## src/rtl/fetch_seq_pkg.sv

```systemverilog
// Shared types and the per-state output decode for the instruction-fetch sequencer.
//   fetch_state_t : sequencer state encoding
//   fetch_ctrl_t  : control-bus strobes driven by the sequencer
//   fetch_decode  : state -> control strobes
//   is_fetch_phase: true for the timed F_* states
package fetch_seq_pkg;

  localparam int unsigned STATE_W = 3;

  typedef enum logic [STATE_W-1:0] {
    IDLE   = 3'd0,
    F_ADDR = 3'd1,
    F_READ = 3'd2,
    F_LOAD = 3'd3,
    F_INC  = 3'd4,
    F_PCWB = 3'd5,
    EXEC   = 3'd6,
    HALT   = 3'd7
  } fetch_state_t;

  typedef struct packed {
    logic sel_pc;
    logic mem_rd;
    logic ld_inst;
    logic ld_inc;
    logic sel_inc;
    logic ld_pc;
    logic exec_go;
  } fetch_ctrl_t;

  // Control strobes for a state; exec_go only in the first EXEC cycle.
  function automatic fetch_ctrl_t fetch_decode(input fetch_state_t st,
                                               input logic first_exec);
    fetch_ctrl_t c;
    c = '0;
    case (st)
      F_ADDR: begin
        c.sel_pc = 1'b1;
      end
      F_READ: begin
        c.sel_pc = 1'b1;
        c.mem_rd = 1'b1;
      end
      F_LOAD: begin
        c.sel_pc  = 1'b1;
        c.mem_rd  = 1'b1;
        c.ld_inst = 1'b1;
      end
      F_INC: begin
        c.sel_pc = 1'b1;
        c.ld_inc = 1'b1;
      end
      F_PCWB: begin
        c.sel_inc = 1'b1;
        c.ld_pc   = 1'b1;
      end
      EXEC: begin
        c.exec_go = first_exec;
      end
      default: begin
        c = '0;
      end
    endcase
    return c;
  endfunction

  // States whose duration is governed by the phase timer.
  function automatic logic is_fetch_phase(input fetch_state_t st);
    return (st == F_ADDR) || (st == F_READ) || (st == F_LOAD) ||
           (st == F_INC)  || (st == F_PCWB);
  endfunction

endpackage

```

## src/rtl/fetch_sequencer_phase_timer.sv

```systemverilog
// Stretches each fetch phase to PHASE_CYCLES clocks.
//   clock, reset : clock and async active-high reset
//   clear        : restart the count (state change)
//   enable       : count this cycle (in a timed phase)
//   phase_done   : high in the last cycle of the current phase
module phase_timer #(
  parameter int unsigned PHASE_CYCLES = 2
) (
  input  logic clock,
  input  logic reset,
  input  logic clear,
  input  logic enable,
  output logic phase_done
);

  localparam int unsigned CW = (PHASE_CYCLES > 1) ? $clog2(PHASE_CYCLES) : 1;
  localparam logic [CW-1:0] LAST = CW'(PHASE_CYCLES - 1);

  logic [CW-1:0] cnt;

  // Last cycle of a phase is reached when the count hits PHASE_CYCLES-1.
  assign phase_done = enable && (cnt == LAST);

  // Counts 0..PHASE_CYCLES-1, back to 0 on any state change.
  always_ff @(posedge clock or posedge reset) begin
    if (reset) begin
      cnt <= '0;
    end else if (clear || phase_done) begin
      cnt <= '0;
    end else if (enable) begin
      cnt <= cnt + CW'(1);
    end
  end

endmodule

```

## src/rtl/fetch_sequencer.sv

```systemverilog
// Fetch-cycle controller around the instruction register: PC to address bus,
// memory read, ldINST, PC increment and write-back, then hand-off to execute.
//   clock, reset            : clock and async active-high reset
//   start                   : begin fetching from IDLE or HALT
//   halt_req                : stop at the next instruction boundary
//   exec_done               : execute logic finished the current instruction
//   sel_pc..exec_go         : registered control-bus strobes
//   busy, halted            : registered status
//   fetch_count             : instructions loaded, wraps
module fetch_sequencer
  import fetch_seq_pkg::*;
#(
  parameter int unsigned PHASE_CYCLES = 2,
  parameter int unsigned CNT_W        = 16
) (
  input  logic             clock,
  input  logic             reset,
  input  logic             start,
  input  logic             halt_req,
  input  logic             exec_done,
  output logic             sel_pc,
  output logic             mem_rd,
  output logic             ld_inst,
  output logic             ld_inc,
  output logic             sel_inc,
  output logic             ld_pc,
  output logic             exec_go,
  output logic             busy,
  output logic             halted,
  output logic [CNT_W-1:0] fetch_count
);

  fetch_state_t state;
  fetch_state_t state_n;
  fetch_ctrl_t  ctrl_q;
  logic         halt_pending;
  logic         phase_done;
  logic         in_phase;
  logic         state_busy;

  assign in_phase   = is_fetch_phase(state);
  assign state_busy = (state != IDLE) && (state != HALT);

  phase_timer #(
    .PHASE_CYCLES(PHASE_CYCLES)
  ) u_phase_timer (
    .clock      (clock),
    .reset      (reset),
    .clear      (state_n != state),
    .enable     (in_phase),
    .phase_done (phase_done)
  );

  // Next-state selection.
  always_comb begin
    state_n = state;
    case (state)
      IDLE:   if (start)      state_n = F_ADDR;
      HALT:   if (start)      state_n = F_ADDR;
      F_ADDR: if (phase_done) state_n = F_READ;
      F_READ: if (phase_done) state_n = F_LOAD;
      F_LOAD: if (phase_done) state_n = F_INC;
      F_INC:  if (phase_done) state_n = F_PCWB;
      F_PCWB: if (phase_done) state_n = EXEC;
      // A halt request arriving with exec_done still counts for this boundary.
      EXEC: begin
        if (exec_done) begin
          state_n = (halt_pending || halt_req) ? HALT : F_ADDR;
        end
      end
      default: state_n = IDLE;
    endcase
  end

  // State, halt flag, counter and registered decodes of the next state.
  always_ff @(posedge clock or posedge reset) begin
    if (reset) begin
      state        <= IDLE;
      ctrl_q       <= '0;
      busy         <= 1'b0;
      halted       <= 1'b0;
      halt_pending <= 1'b0;
      fetch_count  <= '0;
    end else begin
      state  <= state_n;
      ctrl_q <= fetch_decode(state_n, (state_n == EXEC) && (state != EXEC));
      busy   <= (state_n != IDLE) && (state_n != HALT);
      halted <= (state_n == HALT);

      if ((state == HALT) && start) begin
        halt_pending <= 1'b0;
      end else if (state_busy && halt_req) begin
        halt_pending <= 1'b1;
      end

      if ((state == F_LOAD) && (state_n == F_INC)) begin
        fetch_count <= fetch_count + CNT_W'(1);
      end
    end
  end

  assign sel_pc  = ctrl_q.sel_pc;
  assign mem_rd  = ctrl_q.mem_rd;
  assign ld_inst = ctrl_q.ld_inst;
  assign ld_inc  = ctrl_q.ld_inc;
  assign sel_inc = ctrl_q.sel_inc;
  assign ld_pc   = ctrl_q.ld_pc;
  assign exec_go = ctrl_q.exec_go;

endmodule

```

## config.mk

```make
export PLATFORM = sky130hd
export DESIGN_NAME = fetch_sequencer
export DESIGN_NICKNAME = d
export VERILOG_FILES = /design/src/rtl/fetch_seq_pkg.sv /design/src/rtl/fetch_sequencer_phase_timer.sv /design/src/rtl/fetch_sequencer.sv
export SDC_FILE = /design/constraint.sdc
export NUM_CORES = 1
export LEC_CHECK = 0
export ABC_CLOCK_PERIOD_IN_PS = 1310
export BUFFER_PORTS_ARGS = -buffer_cell sky130_fd_sc_hd__buf_4
export CAP_MARGIN = 20
export CORE_MARGIN = 5
export CORE_UTILIZATION = 48
export CTS_CLUSTER_DIAMETER = 120
export DETAILED_ROUTE_END_ITERATION = 12
export PLACE_DENSITY = 0.75
export SYNTH_ARGS = -nofsm -noshare
export SYNTH_HDL_FRONTEND = slang
export SYNTH_SLANG_ARGS = --single-unit
export TNS_END_PERCENT = 50
```

## constraint.sdc

```tcl
create_clock -name clock -period 1.31 [get_ports clock]
set_input_delay 0.131 -clock clock [delete_from_list [all_inputs] [get_ports clock]]
set_output_delay 0.131 -clock clock [all_outputs]
set_load 0.005 [all_outputs]
```

---- After elaboration in Yosys (flattened, before gate mapping) ----
Index checks and enable logic that the tools add are counted.
storage, ports and cells
  flip-flop bits (word level) ............. 30
  bits of input ports ..................... 5
  logic and storage cells ................. 73
cells by class
  add/subtract/negate cells ............... 2
  equality and inequality tests ........... 18
  mux-type cells .......................... 19
  reductions and logical operators ........ 21
operators with widths
  kind                                                                    number
  3-bit equality test (second input constant)                             8
  3-bit two-way mux                                                       8
  3-bit case mux with 7 select lines                                      1
  16-bit by 1-bit adder with 16-bit output (second input constant)        1
  3-bit by 2-bit equality test with 1-bit output (second input constant)  4
  1-bit two-way mux                                                       9
  3-bit inequality test (second input constant)                           3
  1-bit logical AND                                                       7
  3-bit by 1-bit equality test with 1-bit output (second input constant)  2
  1-bit logical OR                                                        6
  3-bit nonzero test                                                      2
  2-bit nonzero test                                                      2
  2-bit OR reduction                                                      2
  4-bit OR reduction                                                      1
  3-bit zero test                                                         1
  3-bit inequality test                                                   1
  2-bit two-way mux                                                       1
  1-bit adder (second input constant)                                     1

---- Logic depth before layout (Yosys ltp) ----
Gate-level depths: netlist of run 1.
  word-level depth ........................ 11
  gate-level depth with buffers ........... 5
  depth with buffers taken out ............ 5

---- Hierarchy ----
A second synthesis of run 1 with hierarchy kept.
second synthesis, totals
  cells, all modules ...................... 129
  area total of the unflattened synthesis .. 1377.6 µm²
by module, submodules not included
  module           times used  cells each  area an instance (µm²)  seq. area each (µm²)
  fetch_sequencer  1           124         1328.8                  700.7
  phase_timer      1           5           48.8                    25.0

---- Worst setup path before layout of run 1 ----
Ideal clock, no wire load.
  kind .................................... reg2reg
  start ................................... register fetch_count[0]
  end ..................................... register fetch_count[12]
  arrival ................................. 1.248 ns
  data required time ...................... 1.187 ns
  slack ................................... -0.061 ns
  stages on the path, launching flop included .. 6
  path buffers ............................ 0
  period minus slack after synthesis ...... 1.371 ns
  path through ............................ dfrtp_1 > ha_1 > nand4_1 > nor4_2 > nand3_1 > xnor2_1
on the way
  cells in the longest elaborated chain, start to end .. 1
ends and longest elaborated chain
  what                                      RTL line               RTL
  start, declared                           fetch_sequencer.sv:30  output logic [CNT_W-1:0] fetch_count
  start signal, assigned                    fetch_sequencer.sv:97  fetch_count <= fetch_count + CNT_W'(1);
  16-bit by 1-bit adder with 16-bit output  fetch_sequencer.sv:97
Every way passes these cells.
A chain may end at the register's enable or synchronous reset.

---- Worst setup path in the final report of run 1 ----
  start ................................... register state[2]
  end ..................................... register fetch_count[15]
on the way
  cells in the longest elaborated chain, start to end .. 10
ends and longest elaborated chain
  what                                                                                                              RTL line                                    RTL
  start, declared                                                                                                   fetch_sequencer.sv:33                       fetch_state_t state;
  start signal, assigned                                                                                            fetch_sequencer.sv:85                       state <= state_n;
  3-bit by 1-bit equality test with 1-bit output or 3-bit by 2-bit equality test with 1-bit output (tied branches)  fetch_seq_pkg.sv:69, fetch_sequencer.sv:57
  1-bit logical OR (3 in a row)                                                                                     fetch_seq_pkg.sv:69                         return (st == F_ADDR) || (st == F_READ) || (st == F_LOAD) ||
  1-bit logical OR                                                                                                  fetch_seq_pkg.sv:70                         (st == F_INC) || (st == F_PCWB);
  1-bit logical AND                                                                                                 fetch_sequencer_phase_timer.sv:22           assign phase_done = enable && (cnt == LAST);
  3-bit two-way mux, on equally long branches                                                                       -
  3-bit case mux with 7 select lines                                                                                fetch_sequencer.sv:57                       case (state)
  3-bit equality test                                                                                               fetch_sequencer.sv:96                       if ((state == F_LOAD) && (state_n == F_INC)) begin
  1-bit logical AND *                                                                                               fetch_sequencer.sv:96
Mark *: on every way between the ends. The rest lies on a longest branch, timed or not.

==> PnR_summary.wiki, run 1 <==
{| class="wikitable"
! Metric !! Value
|-
| Crit path buf inv count || 0
|-
| Final hold viol count || 0
|-
| Maximum fanout encountered on the critical timing path || 6
|-
| Number of detailed-route iterations in the first pass || 4
|-
| Synth cell types || 31
|-
| Root cell of the clock tree || sky130_fd_sc_hd__clkbuf_4
|-
| Setup Skew || 8.21 ps
|-
| Worst r2r src || state[2]
|-
| Setup slack, reg-to-reg || -100 ps
|-
| CTS clock-pin slew for the worst setup and hold paths || ~90 ps
|-
| Nets || around 200
|-
| Count of state elements after synthesis || 29
|-
| # clock sinks || 29
|-
| RSZ-0062 raised after global routing || true
|-
| Std-Cell Rows || 19
|-
| Result of the run || finished, violations left
|-
| Post-layout min period || ~1400 ps
|-
| Leakage component of the power || between 0.9 and 1 nW
|-
| CTS H-tree lvls || 2
|-
| # IOs || 30
|-
| Net switching power of the design || ~1.3 mW
|-
| Mean routed wirelength per cell || 14.4 um
|-
| Setup WS post-layout || -96.7 ps
|-
| Measured slew at the worst slew-check pin || approximately 360 ps
|-
| Area added between synthesis and finish || 40.5%
|-
| Launch instance of the worst min-delay path || halt_req
|-
| DIE AREA || 4070 um^2
|-
| Worst path cell trace || nand4b_4 > nor4_4 > nand4_1 > xnor2_1
|-
| DP Wirelength || ~2500 um
|-
| Remaining global-route overflow || 0
|-
| Last weighted congestion value of the routability-driven placer || approximately 0.85
|-
| Worst slack, placed || -119 ps
|-
| Fin Hold WS || around 89 ps
|-
| Number of max-capacitance violations reported || 0
|-
| Top delay family on crit path || simple AND/OR/NAND/NOR gates
|-
| Fmax achieved || slightly above 0.7 GHz
|-
| Sequential share of the synthesized area || 0.523
|-
| Sequential group share of total power || 0.347
|-
| Kind of start point of the critical path || flop
|-
| Starting Density || 0.504
|-
| Synth Net Count || about 140
|-
| # placed instances || 214
|-
| Chip Width || ~64 um
|-
| Share of the clock period used by the worst path after layout || 1.07
|-
| Clock buffer count from CTS || 5
|-
| Slew Limit Headroom || 0.757
|-
| Fraction of power consumed by the clock network || 0.151
|-
| Core Box Area || about 2800 um^2
|-
| Cell with the largest stage delay on the worst path || sky130_fd_sc_hd__dfrtp_1
|-
| Cell Area, Synth || 1390 um^2
|-
| Count of pins over their slew limit || 0
|-
| Number of remaining DRC errors || 0
|-
| Count of yosys warnings during synthesis || 0
|-
| Kind of end point of the critical path || flop
|-
| Maximum number of pins on one net before global-route repair || 30
|-
| Combinational fraction of design power || 0.502
|-
| Die outline height || between 60 and 70 um
|-
| Non-Filler Instances || 226
|-
| Combined global-route utilization of all metal layers || 0.177
|-
| First-pass GRT wire length || 5560 um
|-
| Critical Setup Path Class || flop to flop
|-
| Crit path from || state[2]
|-
| Violations in the final reports || negative setup slack
|-
| Data required time at the worst endpoint || ~1500 ps
|-
| PortBufs || 29
|-
| Max stage delay on crit path || 410 ps
|-
| Ant diodes || 0
|-
| Worst IR drop on VDD || between 0.0015 and 0.002 V
|-
| Clock latency on the worst-skew pair || roughly 330 ps
|-
| Vias/cell || between 5 and 6
|-
| DRT antenna net count || 0
|-
| Arrival time at the worst endpoint || 1630 ps
|-
| Antenna violations before repair || 0
|-
| Starting DRT DRC Count || 38
|-
| Share of post-route cells with drive strength above 1 || 0.390
|-
| Final number of setup-violating endpoints || 17
|-
| Routed wire length || approximately 3300 um
|-
| Mean instance size in the synthesized netlist || approximately 11 um^2
|-
| Switch share || 0.357
|-
| Cell Pwr Density || 1850 nW/um^2
|-
| Via count of the first global-routing pass || 1,251
|-
| Longest Clk Path Bufs || 2
|-
| Routed vias || about 1,200
|-
| Post-Route Setup TNS || -560 ps
|-
| CTS tree || yes
|-
| Worst hold path class || primary input to flop
|-
| Cell internal power dissipation || between 2 and 2.5 mW
|-
| Synthesized instance count || 132
|}
-- power groups by stage --
stage / combinational [mW] / sequential [mW] / clock, mW
6_report: 1.81 / 1.25 / 0.547
5_1_grt: 2.01 / 1.28 / 0.610
4_1_cts: 1.74 / 1.25 / 0.564
3_5_place_dp: 1.68 / 1.27 / 0
3_3_place_gp: 1.63 / 1.25 / 0
2_1_floorplan: 0.857 / 1.32 / 0
-- cell type report --
class | instances | area (um^2)
inverter | 5 | 18.8
clock buffer | 7 | 55.1
tap | 31 | 38.8
multi-input combinational | 93 | 648
timing repair buffer | 61 | 464
sequential | 29 | 726
fill | 211 | 807
-- routing by layer --
metal,track usage,part of all wire
met2,0.296,0.52
met3,0.0665,0.053
met1,0.193,0.40
met4,0.0961,0.028
met5,0,0
-- cell usage in the layout, fill, tap and decap left out, types with 2 or more instances in the layout --
cell type and n:
sky130_fd_sc_hd__and2_1 2, sky130_fd_sc_hd__buf_4 59, sky130_fd_sc_hd__inv_1 4, sky130_fd_sc_hd__nand2b_1 2, sky130_fd_sc_hd__xor2_1 5, sky130_fd_sc_hd__a31oi_1 3
sky130_fd_sc_hd__nand2_1 12, sky130_fd_sc_hd__dfrtp_1 29, sky130_fd_sc_hd__nor4_4 2, sky130_fd_sc_hd__nand3_1 8, sky130_fd_sc_hd__and3_1 3, sky130_fd_sc_hd__xnor2_1 14
sky130_fd_sc_hd__clkbuf_4 5, sky130_fd_sc_hd__nor2_1 8, sky130_fd_sc_hd__o21ai_0 2, sky130_fd_sc_hd__o211ai_1 2, sky130_fd_sc_hd__nand4_1 7, sky130_fd_sc_hd__a21oi_1 9
-- cell usage after synthesis, drive strengths merged --
cell type	n	area share
nor2	9	0.024
ha	1	0.0090
nand3b	1	0.0054
nor3b	1	0.0054
or3	1	0.0045
mux2	1	0.0081
a31oi	3	0.014
and3	3	0.014
nor4	3	0.029
o21ai	2	0.0072
inv	5	0.014
o211ai	2	0.011
xor2	5	0.032
buf	5	0.020
o31a	1	0.0063
o22ai	2	0.0090
nand2b	2	0.0090
a21oi	9	0.032
a21o	1	0.0054
nand2	12	0.032
nand3	8	0.029
o32ai	1	0.0063
and4	1	0.0063
dfrtp	29	0.52
nand4	7	0.032
xnor2	14	0.088
nand4b	1	0.017
and2	2	0.0090
-- state kept, by name, indices dropped and copies added, names as in the netlist --
register,cells
ld_inst,1
fetch_count,16
busy,1
u_phase_timer.cnt,1
halted,1
state,3
ld_inc,1
sel_pc,1
halt_pending,1
mem_rd,1
exec_go,1
ld_pc,1
-- logic make-up after synthesis --
logic type,count (synthesis),share of synthesized area
buffers and inverters,10,0.0333
XOR/XNOR,19,0.120
adder cells (fa/ha/maj),1,0.00901
AND/OR/NAND/NOR,51,0.216
AO/OA/AOI/OAI,21,0.0910
flip-flops,29,0.523
multiplexers,1,0.00811
-- final timing paths --
kind,to,cells after the start
setup / recovery,fetch_count[15],4
min in group asynchronous,sel_pc,4
hold / removal,halt_pending,3
hold reg to reg,fetch_count[15],1
setup reg to reg,fetch_count[15],4
max in group asynchronous,state[0],4
-- worst reg2reg max path: stages (launching register included) --
cell and delay (ps):
sky130_fd_sc_hd__dfrtp_1 410, sky130_fd_sc_hd__nand4b_4 260, sky130_fd_sc_hd__nor4_4 300, sky130_fd_sc_hd__nand4_1 170, sky130_fd_sc_hd__xnor2_1 150
-- through the flow --
step	utilization	cell area [um^2]	total power, mW
global placement	0.667	1840	2.88
CTS	0.698	1930	3.55
floorplan	-	1410	2.18
detailed placement	0.667	1840	2.94
finish	0.707	1950	3.61
global route	0.707	1950	3.89
-- what timing repair did --
item,in CTS,in global routing
hold buffers,1,0
hold endpoints to repair,29,0
pin swaps,3,4
gates resized for setup,0,5
setup buffers,3,1
setup endpoints to repair,15,22
gates cloned,0,0
Power figures use the tool's default switching activity.
==> run 2: changes to the inputs <==
CORE_ASPECT_RATIO = 2   (was not set)
TNS_END_PERCENT = 10   (was 50)
==> PnR_summary.wiki, run 2 (synthesized netlist as in run 1, its figures left out) <==
{| class="wikitable"
! Metric !! Value
|-
| Routed wire length || 3630 um (was 3260 um)
|-
| Violations in the final reports || negative setup slack (unchanged)
|-
| Register ranked first by flip-flop count || fetch_count (unchanged)
|-
| Crit path buf inv count || 0 (unchanged)
|-
| Top flop regs || fetch_count: 16 flops, state: 3 flops (unchanged)
|-
| RSZ-0062 raised after global routing || true (unchanged)
|-
| PortBufs || 29 (unchanged)
|-
| Clock buffer count from CTS || 5 (unchanged)
|-
| DRT antenna net count || 0 (unchanged)
|-
| Mean routed wirelength per cell || 16.3 um (was 14.4 um)
|-
| Critical Setup Path Class || flop to flop (unchanged)
|-
| Number of fill cells in the layout || 197 (was 211)
|-
| Worst hold path class || primary input to flop (unchanged)
|-
| Largest register FFs || 16 (unchanged)
|-
| Data required time at the worst endpoint || 1480 ps (was 1530 ps)
|-
| Arrival time at the worst endpoint || 1560 ps (was 1630 ps)
|-
| # IOs || 30 (unchanged)
|-
| Setup WS post-layout || -74.0 ps (was -96.7 ps)
|-
| Vias/cell || 5.61 (was 5.31)
|-
| Cell with the largest stage delay on the worst path || sky130_fd_sc_hd__dfrtp_1 (unchanged)
|-
| DIE AREA || 4130 um^2 (was 4070 um^2)
|-
| Share of post-route cells with drive strength above 1 || 0.418 (was 0.390)
|-
| Non-Filler Instances || 223 (was 226)
|-
| CTS tree || yes (unchanged)
|-
| CTS H-tree lvls || 2 (unchanged)
|-
| Max stage delay on crit path || 410 ps (about the same)
|-
| Top delay family on crit path || simple AND/OR/NAND/NOR gates (unchanged)
|-
| Final number of setup-violating endpoints || 7 (was 17)
|-
| Number of detailed-route iterations in the first pass || 4 (unchanged)
|-
| Ant diodes || 0 (unchanged)
|-
| Via count of the first global-routing pass || 1,310 (was 1,251)
|-
| Cell Pwr Density || 1900 nW/um^2 (was 1850 nW/um^2)
|-
| Count of pins over their slew limit || 0 (unchanged)
|-
| Root cell of the clock tree || sky130_fd_sc_hd__clkbuf_8 (was sky130_fd_sc_hd__clkbuf_4)
|-
| # placed instances || 212 (was 214)
|-
| Starting Density || 0.501 (was 0.504)
|-
| # clock sinks || 29 (unchanged)
|-
| Number of remaining DRC errors || 0 (unchanged)
|-
| Combined global-route utilization of all metal layers || 0.201 (was 0.177)
|-
| CTS clock-pin slew for the worst setup and hold paths || 60 ps (was 90 ps)
|-
| Leakage component of the power || 1.03 nW (was 0.979 nW)
|-
| Longest Clk Path Bufs || 2 (unchanged)
|-
| Antenna violations before repair || 0 (unchanged)
|-
| First-pass GRT wire length || 5820 um (was 5560 um)
|-
| Leading cell type in the layout, fill and taps excluded || sky130_fd_sc_hd__buf_4 (unchanged)
|-
| Routed vias || 1,250 (was 1,201)
|-
| Kind of end point of the critical path || flop (unchanged)
|-
| Post-layout utilization of the core || 0.738 (was 0.707)
|-
| Result of the run || finished, violations left (unchanged)
|-
| Nets || 199 (was 201)
|-
| Last weighted congestion value of the routability-driven placer || 0.851 (was 0.850)
|-
| Worst path cell trace || nand4b_4 > nor4_4 > nand4_1 > xnor2_1 (unchanged)
|-
| Fmax achieved || 0.723 GHz (was 0.711 GHz)
|-
| Area added between synthesis and finish || 47.2% (was 40.5%)
|-
| Chip Width || 48.0 um (was 63.8 um)
|-
| Std-Cell Rows || 27 (was 19)
|-
| Worst slack, placed || -84.3 ps (was -119 ps)
|-
| Maximum fanout encountered on the critical timing path || 4 (was 6)
|-
| Core Box Area || 2770 um^2 (was 2760 um^2)
|-
| Measured slew at the worst slew-check pin || 366 ps (was 364 ps)
|-
| Clock latency on the worst-skew pair || 280 ps (was 330 ps)
|-
| Post-layout min period || 1380 ps (was 1410 ps)
|-
| Share of the clock period used by the worst path after layout || 1.06 (was 1.07)
|-
| Setup Skew || 8.21 ps (about the same)
|-
| Maximum number of pins on one net before global-route repair || 30 (unchanged)
|-
| Slew Limit Headroom || 0.756 (was 0.757)
|-
| Starting DRT DRC Count || 19 (was 38)
|-
| Remaining global-route overflow || 0 (unchanged)
|-
| Kind of start point of the critical path || flop (unchanged)
|-
| Worst IR drop on VDD || 0.00122 V (was 0.00153 V)
|-
| Number of max-capacitance violations reported || 0 (unchanged)
|-
| DP Wirelength || 2680 um (was 2480 um)
|-
| Final hold viol count || 0 (unchanged)
|-
| Die outline height || 86.1 um (was 63.8 um)
|-
| Most frequent cells in the layout || 55 x sky130_fd_sc_hd__buf_4, 29 x sky130_fd_sc_hd__dfrtp_1, 13 x sky130_fd_sc_hd__xnor2_1 (was 59 x sky130_fd_sc_hd__buf_4, 29 x sky130_fd_sc_hd__dfrtp_1, 14 x sky130_fd_sc_hd__xnor2_1)
|-
| Design Power || 3.89 mW (was 3.61 mW)
|}
## run 2: cell types whose count changed in the layout (fill, tap and decap cells not counted), sizes merged
cell,change
buf,-2
clkinv,+1
## run 2: final timing paths
kind	cells past startpoint	slack, ps	end	start
worst max-delay path	4	-70	fetch_count[15]	state[2]
worst min-delay path	3	140	halt_pending	halt_req
worst max register to register	4	-70	fetch_count[15]	state[2]
worst min register to register	1	480	fetch_count[15]	fetch_count[15]
max in group asynchronous	4	550	u_phase_timer.cnt	reset
min in group asynchronous	4	470	fetch_count[9]	reset
## run 2: what timing repair did
action | CTS | global route
gates resized for setup | 4 | 10
endpoints found under the setup margin | 12 | 20
setup buffers | 0 | 2
pin swaps | 4 | 13
hold buffers | 1 | 0
cloned | 0 | 0
hold endpoints to repair | 29 | 0
## run 2: cell type report
cell class	instances	area (um^2)	area share
Inverter	5	18.8	0.00918
Timing Repair Buffer	59	465	0.228
Sequential cell	29	726	0.355
Clock inverter	1	5.00	0.00245
Multi-Input combinational cell	93	697	0.341
Tap cell	29	36.3	0.0177
Clock buffer	7	96.3	0.0471
## run 2: tightest hold or removal path, stage by stage
cell                      delay (ps)
sky130_fd_sc_hd__buf_4            90
sky130_fd_sc_hd__a21oi_1          50
sky130_fd_sc_hd__a21oi_1         100
## run 2: metal layers
metal / track usage / up-vias / part of all wire / wire length (um)
li1: - / 584 / - / -
met1: 0.177 / 620 / 0.33 / 1190
met2: 0.366 / 36 / 0.60 / 2160
met3: 0.0504 / 10 / 0.045 / 162
met4: 0.118 / 0 / 0.031 / 114
met5: 0 / - / 0 / 0
## run 2: power breakdown
| group | switching (mW) | total [mW] | internal (mW) | leakage (nW) |
|---|---|---|---|---|
| sequential | 0.148 | 1.27 | 1.12 | 0.378 |
| combinational | 0.916 | 1.82 | 0.901 | 0.599 |
| clock | 0.332 | 0.806 | 0.474 | 0.0542 |
| total | 1.40 | 3.89 | 2.49 | 1.03 |
## run 2: per-stage QoR
step                hold WS [ps]  setup TNS [ps]  cell area [um^2]
floorplan                    209           -67.9              1410
global placement             220            -147              1840
detailed placement           237            -543              1840
CTS                          132            -366              1970
global route                 172           -1670              2040
finish                       145            -405              2040
==> run 3: changes to the inputs <==
BUFFER_PORTS_ARGS = not set   (was -buffer_cell sky130_fd_sc_hd__buf_4)
CORE_ASPECT_RATIO = not set   (was 2)
CORE_UTILIZATION = 55   (was 48)
DONT_BUFFER_PORTS = 1   (was not set)
PLACE_DENSITY = 0.73   (was 0.75)
==> PnR_summary.wiki, run 3 (synthesized netlist as in run 1, its figures left out) <==
{| class="wikitable"
! Metric !! Value
|-
| Leading cell type in the layout, fill and taps excluded || sky130_fd_sc_hd__dfrtp_1 (was sky130_fd_sc_hd__buf_4)
|-
| Kind of start point of the critical path || flop (unchanged)
|-
| Core Box Area || 2450 um^2 (was 2770 um^2)
|-
| Final number of setup-violating endpoints || 13 (was 7)
|-
| Crit path buf inv count || 0 (unchanged)
|-
| Via count of the first global-routing pass || 1,063 (was 1,310)
|-
| Critical Setup Path Class || flop to flop (unchanged)
|-
| Setup Skew || 7.61 ps (was 8.21 ps)
|-
| Violations in the final reports || negative setup slack (unchanged)
|-
| Measured slew at the worst slew-check pin || 504 ps (was 366 ps)
|-
| Share of post-route cells with drive strength above 1 || 0.273 (was 0.418)
|-
| Data required time at the worst endpoint || 1510 ps (was 1480 ps)
|-
| Longest Clk Path Bufs || 2 (unchanged)
|-
| CTS tree || yes (unchanged)
|-
| Nets || 166 (was 199)
|-
| PortBufs || 0 (was 29)
|-
| Non-Filler Instances || 191 (was 223)
|-
| Mean routed wirelength per cell || 17.1 um (was 16.3 um)
|-
| DRT antenna net count || 0 (unchanged)
|-
| Largest register FFs || 16 (unchanged)
|-
| Worst IR drop on VDD || 0.00119 V (was 0.00122 V)
|-
| Vias/cell || 5.89 (was 5.61)
|-
| Top flop regs || fetch_count: 16 flops, state: 3 flops (unchanged)
|-
| # placed instances || 180 (was 212)
|-
| Number of fill cells in the layout || 176 (was 197)
|-
| Chip Width || 60.3 um (was 48.0 um)
|-
| Most frequent cells in the layout || 28 x sky130_fd_sc_hd__dfrtp_1, 23 x sky130_fd_sc_hd__buf_4, 14 x sky130_fd_sc_hd__xnor2_1 (was 55 x sky130_fd_sc_hd__buf_4, 29 x sky130_fd_sc_hd__dfrtp_1, 13 x sky130_fd_sc_hd__xnor2_1)
|-
| Post-layout min period || 1430 ps (was 1380 ps)
|-
| Remaining global-route overflow || 0 (unchanged)
|-
| Setup WS post-layout || -116 ps (was -74.0 ps)
|-
| Last weighted congestion value of the routability-driven placer || 0.838 (was 0.851)
|-
| Post-Route Setup TNS || -674 ps (was -405 ps)
|-
| Area of combinational cells with multiple inputs || 659 um^2 (was 697 um^2)
|-
| Root cell of the clock tree || sky130_fd_sc_hd__clkbuf_4 (was sky130_fd_sc_hd__clkbuf_8)
|-
| Max stage delay on crit path || 410 ps (about the same)
|-
| Number of remaining DRC errors || 0 (unchanged)
|-
| First-pass GRT wire length || 4910 um (was 5820 um)
|-
| Count of pins over their slew limit || 0 (unchanged)
|-
| Clock latency on the worst-skew pair || 320 ps (was 280 ps)
|-
| Worst path cell trace || nand4b_4 > nor4_4 > nand3_1 > xnor2_1 (was nand4b_4 > nor4_4 > nand4_1 > xnor2_1)
|-
| Maximum fanout encountered on the critical timing path || 8 (was 4)
|-
| Cell with the largest stage delay on the worst path || sky130_fd_sc_hd__dfrtp_1 (unchanged)
|-
| Antenna violations before repair || 0 (unchanged)
|-
| DP Wirelength || 2150 um (was 2680 um)
|-
| Fmax achieved || 0.701 GHz (was 0.723 GHz)
|-
| Combined global-route utilization of all metal layers || 0.187 (was 0.201)
|-
| Final hold viol count || 0 (unchanged)
|-
| Routed wire length || 3270 um (was 3630 um)
|-
| Starting DRT DRC Count || 54 (was 19)
|-
| Starting Density || 0.566 (was 0.501)
|-
| RSZ-0062 raised after global routing || true (unchanged)
|-
| Std-Cell Rows || 18 (was 27)
|-
| Share of the clock period used by the worst path after layout || 1.09 (was 1.06)
|-
| Routed vias || 1,125 (was 1,250)
|-
| Post-layout utilization of the core || 0.695 (was 0.738)
|-
| # IOs || 30 (unchanged)
|-
| # clock sinks || 29 (unchanged)
|-
| CTS H-tree lvls || 2 (unchanged)
|-
| Slew Limit Headroom || 0.664 (was 0.756)
|-
| Top delay family on crit path || simple AND/OR/NAND/NOR gates (unchanged)
|-
| Register ranked first by flip-flop count || fetch_count (unchanged)
|-
| Cell Pwr Density || 1890 nW/um^2 (was 1900 nW/um^2)
|-
| Maximum number of pins on one net before global-route repair || 19 (was 30)
|-
| Arrival time at the worst endpoint || 1630 ps (was 1560 ps)
|-
| Worst slack, placed || -76.3 ps (was -84.3 ps)
|-
| CTS clock-pin slew for the worst setup and hold paths || 90 ps (was 60 ps)
|-
| Area added between synthesis and finish || 22.9% (was 47.2%)
|-
| Result of the run || finished, violations left (unchanged)
|-
| Clock buffer count from CTS || 5 (unchanged)
|-
| Leakage component of the power || 0.817 nW (was 1.03 nW)
|-
| Worst hold path class || primary input to flop (unchanged)
|-
| Number of max-capacitance violations reported || 0 (unchanged)
|-
| Number of detailed-route iterations in the first pass || 4 (unchanged)
|-
| Ant diodes || 0 (unchanged)
|-
| Flip-flop and latch area || 727 um^2 (was 726 um^2)
|-
| DIE AREA || 3630 um^2 (was 4130 um^2)
|-
| Kind of end point of the critical path || flop (unchanged)
|-
| Die outline height || 60.3 um (was 86.1 um)
|}
[run 3: area by class of cell]
cell class,instances,share of cell area
Sequential cell,29,0.426
Timing Repair Buffer,26,0.125
Multi-Input combinational cell,93,0.386
Inverter,5,0.0110
Clock buffer,6,0.0242
Tap cell,30,0.0220
Clock inverter,2,0.00587
[run 3: layer usage]
layer | vias up | global-route usage | part of all wire
met3 | 2 | 0.0670 | 0.086
met2 | 55 | 0.302 | 0.50
met4 | 0 | 0.0791 | 0.0058
met1 | 551 | 0.224 | 0.41
met5 | - | 0 | 0
li1 | 517 | - | -
[run 3: what timing repair did]
action                                  4_1_cts  5_1_grt
gates resized for setup                       1        7
hold buffers                                  2        0
hold endpoints to repair                     12        0
endpoints found under the setup margin       13       18
pin swaps                                     3        3
buffers inserted                              0        1
[run 3: worst paths after layout]
kind,start,end,slack [ps],depth (start not counted)
worst max-delay path,state[2],fetch_count[12],-120,4
worst min register to register,fetch_count[15],fetch_count[15],510,1
worst max register to register,state[2],fetch_count[12],-120,4
worst min-delay path,exec_done,state[0],60,2
min in group asynchronous,reset,u_phase_timer.cnt,270,2
max in group asynchronous,reset,fetch_count[0],570,3
[run 3: metrics by stage]
stage	power, mW	hold WS [ps]	area (um^2)
after floorplan	2.18	209	1410
after global placement	2.56	68.5	1600
after detailed placement	2.63	78.8	1600
after CTS	3.18	48.2	1680
after global routing	3.44	58.5	1710
final	3.23	59.8	1710
[run 3: power by group]
| group | leakage, nW | internal, mW | switching (mW) |
|---|---|---|---|
| logic | 0.407 | 0.637 | 0.796 |
| clock network | 0.0320 | 0.204 | 0.309 |
| registers | 0.377 | 1.12 | 0.167 |
[run 3: worst reg2reg max path, stage by stage, from the launching register on]
cell and delay, ps:
sky130_fd_sc_hd__dfrtp_1 410, sky130_fd_sc_hd__nand4b_4 290, sky130_fd_sc_hd__nor4_4 340, sky130_fd_sc_hd__nand3_1 130, sky130_fd_sc_hd__xnor2_1 140
